File: config.mk
export PLATFORM = sky130hd
export DESIGN_NAME = lhz_tick_scheduler
export DESIGN_NICKNAME = d
export VERILOG_FILES = /design/src/rtl/lhz_tick_scheduler.sv
export SDC_FILE = /design/constraint.sdc
export NUM_CORES = 1
export LEC_CHECK = 0
export BUFFER_PORTS_ARGS = -buffer_cell sky130_fd_sc_hd__buf_2
export CAP_MARGIN = 25
export CORE_ASPECT_RATIO = 0.5
export CORE_MARGIN = 2
export CORE_UTILIZATION = 56
export DETAILED_ROUTE_END_ITERATION = 16
export PLACE_DENSITY = 0.76
export RECOVER_POWER = 50
export SYNTH_ARGS = -nofsm -noshare
export SYNTH_HDL_FRONTEND = slang
export SYNTH_SLANG_ARGS = --single-unit
File: constraint.sdc
create_clock -name clk_100MHz -period 2.23 [get_ports clk_100MHz]
set_input_delay 0.446 -clock clk_100MHz [delete_from_list [all_inputs] [get_ports clk_100MHz]]
set_output_delay 0.446 -clock clk_100MHz [all_outputs]
set_load 0.02 [all_outputs]
File: src/rtl/lhz_tick_scheduler.sv
// rtl/lhz_tick_scheduler.sv - base-tick prescaler, per-channel period scheduler, round-robin job arbiter
//
// Purpose: divides clk_100MHz down to a base tick, counts each channel's period in
// base ticks and hands due channels one at a time to a shared measurement datapath
// through a start/done handshake.
// Optional feature macro: LHZ_DONE_TIMEOUT_EN (abandon a job after TIMEOUT base ticks).
//
// Ports:
//   clk_100MHz, rst_100MHz      clock, synchronous active-high reset
//   cfg_per_we/cfg_ch/cfg_period period write for one channel (0 = never fires)
//   cfg_en_we/cfg_en            channel enable mask load
//   ovr_clr                     clear all sticky overrun flags
//   done                        datapath finished the current job
//   tick_out                    1-cycle pulse per base tick
//   start/grant_id/busy         job start pulse, served channel, job outstanding
//   overrun                     sticky per-channel overrun flags
//   timeout_err                 1-cycle pulse on done timeout (tied 0 without the macro)
module lhz_tick_scheduler #(
  parameter int DIV     = 1000000,
  parameter int N_CH    = 4,
  parameter int PER_W   = 16,
  parameter int TIMEOUT = 4
) (
  input  logic                    clk_100MHz,
  input  logic                    rst_100MHz,
  input  logic                    cfg_per_we,
  input  logic [$clog2(N_CH)-1:0] cfg_ch,
  input  logic [PER_W-1:0]        cfg_period,
  input  logic                    cfg_en_we,
  input  logic [N_CH-1:0]         cfg_en,
  input  logic                    ovr_clr,
  input  logic                    done,
  output logic                    tick_out,
  output logic                    start,
  output logic [$clog2(N_CH)-1:0] grant_id,
  output logic                    busy,
  output logic [N_CH-1:0]         overrun,
  output logic                    timeout_err
);

  localparam int CH_W  = $clog2(N_CH);
  localparam int PRE_W = $clog2(DIV);

  typedef enum logic [1:0] {S_IDLE, S_GRANT, S_WAIT} state_e;

  logic [PRE_W-1:0] pre_q, pre_d;
  logic             base_tick;
  logic             tick_q;

  logic [PER_W-1:0] per_q [N_CH];
  logic [PER_W-1:0] per_d [N_CH];
  logic [PER_W-1:0] cnt_q [N_CH];
  logic [PER_W-1:0] cnt_d [N_CH];
  logic [N_CH-1:0]  en_q, en_d;
  logic [N_CH-1:0]  pend_q, pend_d;
  logic [N_CH-1:0]  ovr_q, ovr_d;
  logic [N_CH-1:0]  per_wr, en_clr, active, fire;

  state_e           state_q, state_d;
  logic [CH_W-1:0]  gid_q, gid_d;
  logic [CH_W-1:0]  last_q, last_d;
  logic [CH_W-1:0]  win;
  logic             found;
  int               idx;
  logic             grant_clr;
  logic             to_hit;
  logic             start_q, busy_q;

  // Prescaler: base_tick marks the last count of each DIV-cycle window.
  assign base_tick = (pre_q == PRE_W'(DIV - 1));
  assign pre_d     = base_tick ? '0 : pre_q + PRE_W'(1);

  // Per-channel counters. Priority: period write, then enable clear, then tick.
  always_comb begin
    en_d   = cfg_en_we ? cfg_en : en_q;
    ovr_d  = ovr_clr ? '0 : ovr_q;
    per_wr = '0;
    en_clr = '0;
    active = '0;
    fire   = '0;
    pend_d = pend_q;
    for (int i = 0; i < N_CH; i++) begin
      per_d[i]  = per_q[i];
      cnt_d[i]  = cnt_q[i];
      per_wr[i] = cfg_per_we && (int'(cfg_ch) == i);
      en_clr[i] = cfg_en_we && en_q[i] && !cfg_en[i];
      active[i] = base_tick && en_q[i] && (per_q[i] != '0);
      if (per_wr[i]) begin
        per_d[i] = cfg_period;
        cnt_d[i] = cfg_period;
      end else if (en_clr[i]) begin
        cnt_d[i] = per_q[i];
      end else if (active[i]) begin
        if (cnt_q[i] == PER_W'(1)) begin
          cnt_d[i] = per_q[i];
          fire[i]  = 1'b1;
        end else begin
          cnt_d[i] = cnt_q[i] - PER_W'(1);
        end
      end
      if (grant_clr && (int'(gid_q) == i)) pend_d[i] = 1'b0;
      // A fire re-sets pend even in the cycle the grant clears it.
      if (fire[i]) begin
        pend_d[i] = 1'b1;
        if (pend_q[i]) ovr_d[i] = 1'b1;
      end
      if (en_clr[i]) pend_d[i] = 1'b0;
    end
  end

  // Round-robin search starting just above the last served channel.
  always_comb begin
    win   = last_q;
    found = 1'b0;
    idx   = 0;
    for (int k = 1; k <= N_CH; k++) begin
      idx = int'(last_q) + k;
      if (idx >= N_CH) idx = idx - N_CH;
      if (!found && pend_q[idx]) begin
        win   = CH_W'(idx);
        found = 1'b1;
      end
    end
  end

  always_comb begin
    state_d   = state_q;
    gid_d     = gid_q;
    last_d    = last_q;
    grant_clr = 1'b0;
    case (state_q)
      S_IDLE: begin
        if (|pend_q) begin
          state_d = S_GRANT;
          gid_d   = win;
        end
      end
      S_GRANT: begin
        grant_clr = 1'b1;
        last_d    = gid_q;
        state_d   = S_WAIT;
      end
      S_WAIT: begin
        if (done || to_hit) state_d = S_IDLE;
      end
      default: state_d = S_IDLE;
    endcase
  end

  always_ff @(posedge clk_100MHz) begin
    if (rst_100MHz) begin
      pre_q   <= '0;
      tick_q  <= 1'b0;
      en_q    <= '0;
      pend_q  <= '0;
      ovr_q   <= '0;
      state_q <= S_IDLE;
      gid_q   <= '0;
      last_q  <= CH_W'(N_CH - 1);
      start_q <= 1'b0;
      busy_q  <= 1'b0;
      for (int i = 0; i < N_CH; i++) begin
        per_q[i] <= '0;
        cnt_q[i] <= '0;
      end
    end else begin
      pre_q   <= pre_d;
      tick_q  <= base_tick;
      en_q    <= en_d;
      pend_q  <= pend_d;
      ovr_q   <= ovr_d;
      state_q <= state_d;
      gid_q   <= gid_d;
      last_q  <= last_d;
      start_q <= (state_d == S_GRANT);
      busy_q  <= (state_d != S_IDLE);
      for (int i = 0; i < N_CH; i++) begin
        per_q[i] <= per_d[i];
        cnt_q[i] <= cnt_d[i];
      end
    end
  end

`ifdef LHZ_DONE_TIMEOUT_EN
  localparam int TO_W = (TIMEOUT < 2) ? 1 : $clog2(TIMEOUT);

  logic [TO_W-1:0] to_q, to_d;
  logic            terr_q;

  // Counts base ticks seen in WAIT; the TIMEOUT-th one expires the job.
  assign to_hit = (state_q == S_WAIT) && base_tick && (to_q == TO_W'(TIMEOUT - 1));
  assign to_d   = (state_q != S_WAIT) ? '0 :
                  (base_tick ? to_q + TO_W'(1) : to_q);

  always_ff @(posedge clk_100MHz) begin
    if (rst_100MHz) begin
      to_q   <= '0;
      terr_q <= 1'b0;
    end else begin
      to_q   <= to_d;
      terr_q <= to_hit && !done;
    end
  end

  assign timeout_err = terr_q;
`else
  assign to_hit      = 1'b0;
  assign timeout_err = 1'b0;
`endif

  assign tick_out = tick_q;
  assign start    = start_q;
  assign busy     = busy_q;
  assign grant_id = gid_q;
  assign overrun  = ovr_q;

endmodule
# After elaboration in Yosys (flattened, before gate mapping)

Memories as Yosys holds them, arrays and structs flattened.
Index checks and enable logic that the tools add are counted.

Add/subtract/negate cells: 13
Magnitude comparators: 8
Equality and inequality tests: 14
Multiplexer cells: 91
Bitwise operators: 8
Reductions and logical operators: 53

Operators by type and width:

| operator              | count |
|---|---|
| $mux 16               | 28 |
| $lt 32x4->1 const B   | 4 |
| $mux 32               | 4 |
| $eq 16x1->1 const B   | 4 |
| $reduce_bool 16->1    | 4 |
| $sub 16x1->16 const B | 4 |
| $mux 1                | 47 |
| $logic_and 1x1->1     | 27 |
| $add 20x1->20 const B | 1 |
| $eq 20x20->1 const B  | 1 |
| $mux 2                | 6 |
| $sub 3x3->4 const B   | 3 |
| $eq 2x2->1 const B    | 5 |
| $reduce_bool 2->1     | 5 |
| $reduce_or 2->1       | 5 |
| $ge 3x3->1 const B    | 3 |
| $bmux 1 s2            | 4 |
| $eq 2x1->1 const B    | 4 |
| $or 1x1->1            | 8 |
| $logic_not 1->1       | 7 |
| $add 2x2->3 const B   | 2 |
| $logic_not 2->1       | 3 |
| $pmux 2 s3            | 1 |
| $sub 4x3->5 const B   | 1 |
| 6 further kinds       | 6 |

Register bits: 41
Bits in writable memories: 128
Bits of input ports: 28
Output and inout bits: 10
Word-level logic and storage cells: 202
Memories: 2

Memory list:

| name  | words | bits a word | rd ports | clocked after Yosys merged registers in | wr ports | RTL line | source |
|---|---|---|---|---|---|---|---|
| cnt_q | 4     | 16          | 4        | 0                                       | 4        | 52       | `logic [PER_W-1:0] cnt_q [N_CH];` |
| per_q | 4     | 16          | 4        | 0                                       | 4        | 50       | `logic [PER_W-1:0] per_q [N_CH];` |

# Depth between registers and ports, before layout

Depth after elaboration: 16
Depth in mapped cells: 10
Gate-level depth less buffers: 8

# Worst setup path after synthesis

OpenSTA, ideal clock, no wires.

Kind: flip-flop to flip-flop
Start: reg pre_q[8]
End: mem cnt_q[1][5]
Setup time: 0.088 ns
Data arrival time: 2.309 ns
Path slack: -0.167 ns
Cell stages (with the launch flop): 8
Path buffers: 1
Path through: dfxtp_1 -> or4_1 -> or4_4 -> nor4b_4 -> or2b_2 -> buf_6 -> o311ai_1 -> o32ai_2

RTL lines:

| item                   | RTL line | source |
|---|---|---|
| from (decl)            | 46       | `logic [PRE_W-1:0] pre_q, pre_d;` |
| from (signal assigned) | 167      | `pre_q <= pre_d;` |
| to (decl)              | 52       |  |

==> reports/metrics.yaml <==
status: "complete, but fails checks"
violations: "setup timing"
synth_nets: 1137
diodes: 0
critPathArrivalTime_ns: 2.89
synth_ff_type: "dfxtp_1"
peakVddDrop_mv: 0.567
synth.area.top_cells: "dfxtp_1 (40%), nand2_1 (8.7%), a21oi_1 (6.6%), nor2_1 (5.1%), xor2_1 (3.6%)"
postRouteAntennaNets: 0
place_hpwl_um: 17700
clkPwrFrac: 0.393
rows: 31
min_period_over_period: 1.15
grt_use_total: 0.335
power.switching_mw: 2.59
synthCells: 1100
cts_max_level: 4
cts.clk_slew.worst_paths_ns: 0.07
dieArea_mm2: 0.0163
setup_viol: 49
pwr-share-comb: 0.216
wl_met1_um: 11600
nets: 1239
grt_overflow: 0
synth_seq_cells: 169
viasPerCell: 6.50
power_leakage_nw: 4.15
initialDrtViolationCount: 1082
postSynthAreaPerCell_um2: 7.77
drv_cap: 0
drive_gt1_frac: 0.215
highest_layer: "met4"
synth.cell_area_mm2: 0.00855
ys_warn_count: 0
rsz0062_at_grt: "true"
skew_ns: 0.0147
synth_top_area_frac: 0.396
cp-start-kind: "register"
drc: 0
first_global_vias: 8456
relSlewSlack: 0.164
clock_latency_ns: 0.43
p_seq_frac: 0.391
fin_util: 0.740
routedWlPerCell_um: 19.7
dr.pass1.iters: 6
cts_buffer_depth: 2
num_vias: 9180
area_growth_pct: 27.3
drt-total-wl_um: 27900
portBuffers: 36
hp-class: "in2reg"
power_mw: 8.44
cts_tree: "done"
die_h_um: 91.4
p_per_area_mw_per_mm2: 776
numCtsBuffers: 17
synth-async-reset-ratio: 0
path_max_fanout: 4
synth_top_cell_by_area: "dfxtp_1"
met2_length_um: 12500
sw_frac_of_total: 0.307
hold_viol: 0
start_util: 0.581
root_buffer: "clkbuf_16"
tns_ns: -8.44
worst_pin_slew_ns: 1.25
ys_types: 67
core_mm2: 0.0147
grt_pass1_wl_um: 43000
grt_start_max_net_pins: 91
setup_ws_ns: -0.329
post-route-min-period_ns: 2.56
cts_sinks: 169
gp_congestion: 1.00
antenna_found_initial: 0
die_x_um: 179
required_ns: 2.56
fmax_mhz: 391
path_class: "reg2reg"
drv_slew: 0
p_int_mw: 5.85
synth_edf_count: 0
met3RoutedLength_um: 2750
end_kind: "register"
io_pins: 38
ys_seq_area_frac: 0.396
## path summary, 6_finish.rpt
check / start / end / slack, ns / cells after the start
worst max register to register: pre_q[13] / cnt_q[2][4] / -0.33 / 7
worst max-delay path: pre_q[13] / cnt_q[2][4] / -0.33 / 7
worst min-delay path: cfg_en[2] / en_q[2] / 0.30 / 3
worst min register to register: overrun[2] / overrun[2] / 0.47 / 2
## what timing repair did
action | CTS | global route
cloned | 4 | 4
endpoints found under the setup margin | 48 | 68
setup buffers | 12 | 10
pin swaps | 30 | 39
resized for setup | 53 | 60
hold buffers | 0 | 0
## metal layers
layer | vias up | global-route usage
met2 | 538 | 0.521
li1 | 4197 | -
met4 | 0 | 0.138
met5 | - | 0
met3 | 111 | 0.0724
met1 | 4334 | 0.450
## stage by stage
step / cell area, um^2 / hold slack (ns) / setup slack, ns / std cells
2_1_floorplan: 8600 / 0.438 / -0.149 / 1100
3_3_place_gp: 9450 / 0.452 / -0.196 / 1352
3_5_place_dp: 9450 / 0.456 / -0.301 / 1352
4_1_cts: 10500 / 0.286 / -0.255 / 1400
5_1_grt: 10900 / 0.302 / -0.310 / 1413
6_report: 10900 / 0.298 / -0.329 / 1413
## critical path, cell delays in order (launching register included)
cell	delay, ns
dfxtp_2	0.32
or4bb_1	0.51
or4_4	0.61
nor4b_4	0.32
nand2b_4	0.26
clkbuf_16	0.17
nor2_1	0.04
a311oi_1	0.23
## synth_stat cells (all sizes together) (8+ instances only)
cell type / instances
a211oi: 24
a21oi: 113
a221oi: 10
a311oi: 22
a31oi: 12
and4: 8
buf: 10
clkbuf: 52
dfxtp: 169
ha: 9
inv: 15
mux2i: 8
nand2: 198
nand2b: 11
nand3: 25
nand3b: 9
nand4: 16
nor2: 117
nor3: 32
nor4: 35
o211ai: 22
o21ai: 45
or3: 13
xnor2: 13
xor2: 35
## area by class of cell
class	instances	area, um^2
Multi-Input combinational cell	855	5290
Fill cell	1049	3820
Sequential cell	169	3390
Timing Repair Buffer	144	1250
Clock buffer	18	439
Tap cell	198	248
Clock inverter	14	210
Inverter	15	56.3
## flip-flops by register name (all words and copies together), names as in the netlist
signal and count:
pre_q 20, last_q 2, busy 1, per_q 64, state_q 2, pend_q 4, cnt_q 64, start 1
overrun 4, grant_id 2, en_q 4, tick_out 1
## cells by family (layout without fill, tap and decap cells)
kind of cell | after synthesis | count (layout) | share of synthesized area
AND/OR/NAND/NOR | 505 | 506 | 0.285
AO/OA/AOI/OAI | 283 | 283 | 0.210
flip-flops | 169 | 169 | 0.396
buffers and inverters | 77 | 191 | 0.0367
XOR/XNOR | 48 | 48 | 0.0492
adder cells (fa/ha/maj) | 9 | 9 | 0.0132
multiplexers | 8 | 8 | 0.00937
other | 1 | 1 | 0.000439
## power by group through the flow
| stage | clock network [mW] | logic, mW | registers (mW) |
|---|---|---|---|
| after global placement | 0 | 1.51 | 3.34 |
| after floorplan | 0 | 1.09 | 3.32 |
| after global routing | 3.45 | 1.97 | 3.31 |
| final | 3.32 | 1.83 | 3.30 |
| after CTS | 3.31 | 1.66 | 3.28 |
| after detailed placement | 0 | 1.55 | 3.34 |
## layout by cell type, fill, tap and decap left out, types with 5 or more instances in the layout
cell | synthesis | final
o21a_1 | 5 | 5
o211ai_1 | 22 | 22
nor3_1 | 32 | 29
nor2_1 | 117 | 104
buf_2 | 2 | 33
buf_12 | 0 | 9
nand3_1 | 25 | 24
nand2b_1 | 11 | 10
o21ai_2 | 0 | 8
clkbuf_16 | 0 | 21
nor2_2 | 0 | 7
and3_1 | 5 | 5
a21oi_1 | 113 | 103
a21oi_2 | 0 | 9
a211oi_2 | 0 | 11
and4_1 | 8 | 8
o21ai_0 | 43 | 28
nand2_1 | 198 | 196
buf_6 | 1 | 8
nand3b_1 | 9 | 9
mux2i_1 | 8 | 8
or3_1 | 13 | 12
a31oi_1 | 12 | 12
buf_4 | 4 | 82
o31ai_1 | 6 | 6
xnor2_1 | 13 | 13
o21ai_1 | 2 | 6
xor2_1 | 35 | 35
nor4_1 | 34 | 34
nor2_4 | 0 | 7
dfxtp_1 | 169 | 165
ha_1 | 9 | 9
a311oi_1 | 22 | 18
nand4_1 | 16 | 16
a211oi_1 | 24 | 13
a221oi_1 | 10 | 9
inv_1 | 15 | 15
(Power assumes the default switching activity.)
